## config.mk

```make
export PLATFORM = sky130hd
export DESIGN_NAME = i2s_dac_tx
export DESIGN_NICKNAME = d
export VERILOG_FILES = /design/src/rtl/i2s_dac_tx_pkg.sv /design/src/rtl/i2s_dac_tx_sample_fifo.sv /design/src/rtl/i2s_dac_tx.sv
export SDC_FILE = /design/constraint.sdc
export NUM_CORES = 1
export LEC_CHECK = 0
export CORE_ASPECT_RATIO = 0.75
export CORE_MARGIN = 2
export CORE_UTILIZATION = 50
export CTS_CLUSTER_SIZE = 24
export DETAILED_ROUTE_END_ITERATION = 6
export PLACE_DENSITY_LB_ADDON = 0.12
export SETUP_SLACK_MARGIN = 0.05
export SLEW_MARGIN = 20
export SYNTH_ARGS = -nofsm -noshare
export SYNTH_HDL_FRONTEND = slang
export SYNTH_HIERARCHICAL = 1
export SYNTH_SLANG_ARGS = --single-unit
```

## constraint.sdc

```tcl
create_clock -name clk -period 21.6 [get_ports clk]
set_clock_uncertainty 0.2 [all_clocks]
set_input_delay 5.4 -clock clk [delete_from_list [all_inputs] [get_ports clk]]
set_output_delay 5.4 -clock clk [all_outputs]
set_load 0.05 [all_outputs]
```

## src/rtl/i2s_dac_tx_pkg.sv

```systemverilog
// Shared types and frame geometry for the I2S DAC transmitter.
// Pure definitions: no logic, no latency, no flow control.
package i2s_dac_tx_pkg;

    typedef enum logic [1:0] {
        IDLE = 2'd0,
        FILL = 2'd1,
        RUN  = 2'd2
    } tx_state_t;

    localparam int FRAME_SLOTS = 64;
    localparam int SLOT_BITS   = 32;
    localparam int SLOT_W      = $clog2(FRAME_SLOTS);

    // Position of the bit carried in a slot, within the {left,right} pair; -1 means pad zero.
    function automatic int slot_bit_idx(input int sw, input int slot);
        if (slot >= 1 && slot <= sw)
            return 2 * sw - slot;
        if (slot >= SLOT_BITS + 1 && slot <= SLOT_BITS + sw)
            return sw + SLOT_BITS - slot;
        return -1;
    endfunction

endpackage

```

## src/rtl/i2s_dac_tx_sample_fifo.sv

```systemverilog
// Show-ahead synchronous FIFO of stereo pairs; head visible on dout while not empty.
// Push accepted when not full or when popping in the same cycle; flush empties it in one cycle.
module i2s_dac_tx_sample_fifo #(
    parameter int W  = 48,
    parameter int AW = 3
) (
    input  logic          clk,
    input  logic          rst,
    input  logic          flush,
    input  logic          push,
    input  logic          pop,
    input  logic [W-1:0]  din,
    output logic [W-1:0]  dout,
    output logic          full,
    output logic          empty,
    output logic [AW:0]   level
);

    localparam int DEPTH = 2 ** AW;

    logic [W-1:0]  r_mem [DEPTH];
    logic [AW-1:0] r_wptr;
    logic [AW-1:0] r_rptr;
    logic [AW:0]   r_cnt;
    logic          w_do_push;
    logic          w_do_pop;

    // Occupancy never exceeds DEPTH, so the MSB alone marks full.
    assign full      = r_cnt[AW];
    assign empty     = (r_cnt == '0);
    assign level     = r_cnt;
    assign dout      = r_mem[r_rptr];
    assign w_do_pop  = pop && !empty;
    assign w_do_push = push && (!full || w_do_pop);

    always_ff @(posedge clk) begin
        if (rst || flush) begin
            r_wptr <= '0;
            r_rptr <= '0;
            r_cnt  <= '0;
        end else begin
            if (w_do_push)
                r_wptr <= r_wptr + 1'b1;
            if (w_do_pop)
                r_rptr <= r_rptr + 1'b1;
            case ({w_do_push, w_do_pop})
                2'b10:   r_cnt <= r_cnt + 1'b1;
                2'b01:   r_cnt <= r_cnt - 1'b1;
                default: r_cnt <= r_cnt;
            endcase
        end
    end

    always_ff @(posedge clk) begin
        if (w_do_push)
            r_mem[r_wptr] <= din;
    end

endmodule

```

## src/rtl/i2s_dac_tx.sv

```systemverilog
// I2S transmitter: FIFO-buffered stereo samples serialised MSB first, BCK/LRCK divided from clk.
// First BCK fall 2*BCK_DIV clk after RUN entry; s_ready = !full, silence plus underrun pulse when starved.
module i2s_dac_tx
    import i2s_dac_tx_pkg::*;
#(
    parameter int SW        = 24,
    parameter int BCK_DIV   = 2,
    parameter int FIFO_AW   = 3,
    parameter int PRIME_LVL = 2
) (
    input  logic             clk,
    input  logic             rst,
    input  logic             en,
    input  logic             s_valid,
    output logic             s_ready,
    input  logic [SW-1:0]    s_left,
    input  logic [SW-1:0]    s_right,
    output logic             dac_bck,
    output logic             dac_lrck,
    output logic             dac_data,
    output logic             underrun,
    output logic [FIFO_AW:0] fifo_level
);

    if (SW < 16 || SW > 31) begin : g_bad_sw
        $error("i2s_dac_tx: SW must be within 16..31");
    end
    if (BCK_DIV < 1) begin : g_bad_div
        $error("i2s_dac_tx: BCK_DIV must be at least 1");
    end
    if (PRIME_LVL < 1 || PRIME_LVL > 2 ** FIFO_AW) begin : g_bad_prime
        $error("i2s_dac_tx: PRIME_LVL must be within 1..2**FIFO_AW");
    end

    localparam int PH_W = $clog2(2 * BCK_DIV);
    localparam int IDX_W = $clog2(2 * SW);
    localparam logic [PH_W-1:0]    PH_LAST   = PH_W'(2 * BCK_DIV - 1);
    localparam logic [PH_W-1:0]    PH_HALF   = PH_W'(BCK_DIV);
    localparam logic [SLOT_W-1:0]  LAST_SLOT = SLOT_W'(FRAME_SLOTS - 1);
    localparam logic [SLOT_W-1:0]  HALF_SLOT = SLOT_W'(SLOT_BITS);
    localparam logic [FIFO_AW:0]   PRIME_CNT = (FIFO_AW + 1)'(PRIME_LVL);

    tx_state_t          r_state;
    tx_state_t          w_state_nxt;
    logic               w_stay_run;
    logic               w_flush;
    logic [PH_W-1:0]    r_ph;
    logic [PH_W-1:0]    w_ph_nxt;
    logic [SLOT_W-1:0]  r_slot;
    logic [SLOT_W-1:0]  w_slot_nxt;
    logic [2*SW-1:0]    r_frame;
    logic [2*SW-1:0]    w_frame_nxt;
    logic [2*SW-1:0]    w_fifo_dout;
    logic               w_fifo_full;
    logic               w_fifo_empty;
    logic [FIFO_AW:0]   w_level;
    logic               w_push;
    logic               w_pop;
    logic               w_fall;
    logic               w_load;
    logic               w_bit;
    int                 w_idx;
    logic               r_bck;
    logic               r_lrck;
    logic               r_data;
    logic               r_underrun;

    i2s_dac_tx_sample_fifo #(
        .W  (2 * SW),
        .AW (FIFO_AW)
    ) u_fifo (
        .clk   (clk),
        .rst   (rst),
        .flush (w_flush),
        .push  (w_push),
        .pop   (w_pop),
        .din   ({s_left, s_right}),
        .dout  (w_fifo_dout),
        .full  (w_fifo_full),
        .empty (w_fifo_empty),
        .level (w_level)
    );

    assign s_ready    = !w_fifo_full;
    assign w_push     = s_valid && s_ready;
    assign fifo_level = w_level;
    assign dac_bck    = r_bck;
    assign dac_lrck   = r_lrck;
    assign dac_data   = r_data;
    assign underrun   = r_underrun;

    always_ff @(posedge clk) begin
        if (rst)
            r_state <= IDLE;
        else
            r_state <= w_state_nxt;
    end

    always_comb begin
        w_state_nxt = r_state;
        case (r_state)
            IDLE: if (en) w_state_nxt = FILL;
            FILL: begin
                if (!en)
                    w_state_nxt = IDLE;
                else if (w_level >= PRIME_CNT)
                    w_state_nxt = RUN;
            end
            RUN:  if (!en) w_state_nxt = IDLE;
            default: w_state_nxt = IDLE;
        endcase
    end

    // Leaving RUN both flushes the FIFO and drops the serial outputs back to idle values.
    always_comb begin
        w_stay_run = (r_state == RUN) && en;
        w_flush    = (r_state == RUN) && !en;
    end

    assign w_ph_nxt   = (r_ph == PH_LAST) ? '0 : r_ph + 1'b1;
    assign w_slot_nxt = r_slot + 1'b1;
    assign w_fall     = w_stay_run && (r_ph == PH_LAST);
    assign w_load     = w_fall && (r_slot == LAST_SLOT);
    assign w_pop      = w_load && !w_fifo_empty;
    assign w_frame_nxt = !w_load ? r_frame : (w_fifo_empty ? '0 : w_fifo_dout);

    always_comb begin
        w_idx = slot_bit_idx(SW, int'(w_slot_nxt));
        w_bit = 1'b0;
        if (w_idx >= 0)
            w_bit = w_frame_nxt[IDX_W'($unsigned(w_idx))];
    end

    // LRCK and data move on the BCK fall so the DAC sees them stable at the next rise.
    always_ff @(posedge clk) begin
        if (rst || !w_stay_run) begin
            r_ph       <= '0;
            r_slot     <= LAST_SLOT;
            r_frame    <= '0;
            r_bck      <= 1'b0;
            r_lrck     <= 1'b1;
            r_data     <= 1'b0;
            r_underrun <= 1'b0;
        end else begin
            r_ph       <= w_ph_nxt;
            r_bck      <= (w_ph_nxt >= PH_HALF);
            r_frame    <= w_frame_nxt;
            r_underrun <= w_load && w_fifo_empty;
            if (w_fall) begin
                r_slot <= w_slot_nxt;
                r_lrck <= (w_slot_nxt >= HALF_SLOT);
                r_data <= w_bit;
            end
        end
    end

endmodule
```

==> results.cfg <==
[outcome]
outcome = finished clean

[timing]
slew_headroom_pct = 29.7
tns_ns = 0
hold_ws_ns = 0.241
slew_viol_final = 0
hold_viol = 0
rsz0062_at_grt = false
max_slew.worst_pin.slew_ns = 1.06
period_share_pct = 40.2
max_freq_ghz = 0.115
period_needed_ns = 8.69
finalSetupViolations = 0

[logic_synthesis]
yosysMostFrequentCell = edfxtp_1
synth_flop_cell = edfxtp_1
yosysSeqAreaShare_pct = 69.2
netlist_instances = 1021
netlist.area_leader.share_pct = 61.3
synth_commonest_cells = edfxtp_1 (384), dfxtp_1 (74), mux4_2 (74)
netlist.top_cell.by_area = edfxtp_1
synth-seq-cells = 458
yosys_warnings = 6
yosys-top-cells-area = edfxtp_1 (61%), mux4_2 (8.9%), dfxtp_1 (7.9%)
syn_nets = 1082
synth_area_per_cell_um2 = 18.4
synth_area_mm2 = 0.0188
synth.distinct_cells = 72
synth-edff-count = 384
async_flop_share_pct = 0

[clock_network]
clock_path_buffers = 3
tritoncts.num_buffers = 44
htreeDepth = 2
cts.sinks = 458
clock_latency_ns = 0.55
cts_tree = done
cts_hold_buf = 0
postCtsResizedCells = 0
postCtsSetupBuffers = 0
cts_root_buffer = clkbuf_16
clkTransAtPathRegs_ns = 0.06

[place]
dp_hpwl_um = 21600
portBuffers = 60
place_congestion = 0.792

[setup_path]
worstPathCellList = clkdlybuf4s50_1 -> nand3_2 -> nor3_1 -> nand2_1 -> nor2_1 -> o21ai_1 -> or2_2 -> nor2_4 -> buf_4
slowest_delay_ns = 0.60
startpoint = en
cp.arrival_ns = 8.67
start_kind = primary input
r2r-end = u_fifo/r_mem[4][14]$_DFFE_PP_
ff2ff_setup_slack_ns = 17.54
rr_startpoint = r_ph[0]$_SDFF_PP0_
slowest_stage = nor2_4
endpoint = u_fifo/r_mem[4][14]$_DFFE_PP_
rr_worst_depth = 9
crit_fanout = 32
critical_path.endpoint_type = flop
critPathRequiredTime_ns = 21.58
worstSetupPathType = primary input to flop

[run]
drv_cap = 0

[grt]
overflow = 0
grt_start_max_net_pins = 58
grt_pass1_vias = 9439
antenna_found_initial = 2
grt_use_total_pct = 19.5
grt_pass1_wl_um = 57400

[die]
core_area_mm2 = 0.0371
row_count = 61
die_h_um = 172
dieWidth_um = 228
start_util_pct = 50.7
ios = 61
design.die.area_mm2 = 0.0392

[finish]
layout-area-overhead-vs-synth_pct = 13.0
final_nets = 1148
layout-drive-gt1-share_pct = 21.1

[pwr]
p_per_area_mw_per_mm2 = 84.3
power_leakage_nw = 6.62
vdd_drop_max_mv = 0.0675
power.total_w = 0.00179

[route]
via_count = 9234
drtPass1Iterations = 5
wirelength_um = 37100
wl_per_cell_um = 22.8
drc = 0
drt_iter0_markers = 771
routed_via_density = 5.67
antenna_left = 0

[min_path]
whs_path_depth = 1
hp-class = flop to flop
[report_power, final]
part	switching, W	leakage, nW	internal, W	total (W)
clock network	0.000317	0.678	0.000432	0.000748
logic	0.0000381	1.86	0.0000285	0.0000666
registers	0.00000433	4.09	0.000973	0.000977
total	0.000359	6.62	0.00143	0.00179
[worst min-delay path by stage]
stage / start / endpoint / slack [ns]
global route: r_ph[0]$_SDFF_PP0_ / r_ph[0]$_SDFF_PP0_ / 0.27
CTS: r_ph[0]$_SDFF_PP0_ / r_ph[0]$_SDFF_PP0_ / 0.24
global placement: r_ph[0]$_SDFF_PP0_ / r_ph[0]$_SDFF_PP0_ / 0.24
floorplan: r_ph[0]$_SDFF_PP0_ / r_ph[0]$_SDFF_PP0_ / 0.20
detailed placement: r_ph[0]$_SDFF_PP0_ / r_ph[0]$_SDFF_PP0_ / 0.23
finish: r_ph[0]$_SDFF_PP0_ / r_ph[0]$_SDFF_PP0_ / 0.24
[critical path, delay by kind of cell]
kind                   cells  cell delay, ns
buffers and inverters      2            1.14
AO/OA/AOI/OAI              1            0.19
AND/OR/NAND/NOR            6            1.89
[final cells by class]
class	instances	area, µm²
fill	2816	15800
sequential	458	13000
tap	504	631
timing repair buffer	79	743
antenna	2	5.00
clock buffer	64	1230
clock inverter	18	171
inverter	10	37.5
multi-input combinational	494	5430
[through the flow]
step	cells	util (%)	worst slack, ns	area, µm²
after global routing	1627	57.3	12.69	21300
after global placement	1545	53.5	12.40	19900
after detailed placement	1545	53.5	12.38	19900
after floorplan	1021	-	10.98	18800
after CTS	1627	57.3	12.95	21300
final	1629	57.3	12.91	21300
[flip-flops by register name (all words and copies together), names as in the netlist, named ones only]
signal / count
u_fifo/r_mem: 384
r_frame: 48
r_slot: 6
u_fifo/level: 4
u_fifo/r_rptr: 3
u_fifo/r_wptr: 3
r_ph: 2
r_state: 2
dac_data: 1
dac_lrck: 1
underrun: 1
[layer usage]
| layer | up-vias | wire length, µm | track usage, % |
|---|---|---|---|
| met4 | 2 | 476 | 4.69 |
| met1 | 4793 | 18400 | 30.0 |
| met3 | 42 | 1840 | 3.74 |
| met2 | 206 | 16400 | 28.7 |
| met5 | - | 8 | 0 |
| li1 | 4191 | - | - |
[cell usage in the layout (no fill, tap or decap), types with 32 or more instances in the layout]
cell,instances
mux2i_1,58
mux4_2,74
edfxtp_1,384
nor2b_1,37
mux2_4,40
clkdlybuf4s50_1,60
a21oi_1,32
dfxtp_1,71
clkbuf_16,45
nor2_1,61
[logic make-up after synthesis]
group                      count (synthesis)  synth area share (%)
DFF                                      458                  69.2
buffers and inverters                     69                  2.33
adders and majority gates                  9                 0.599
muxes                                    204                  18.9
and+or+nand+nor                          188                  5.52
AOI/OAI and AO/OA                         80                  2.90
xor gates and xnor gates                  13                 0.605
No activity file was read; power rests on OpenSTA's default activity.
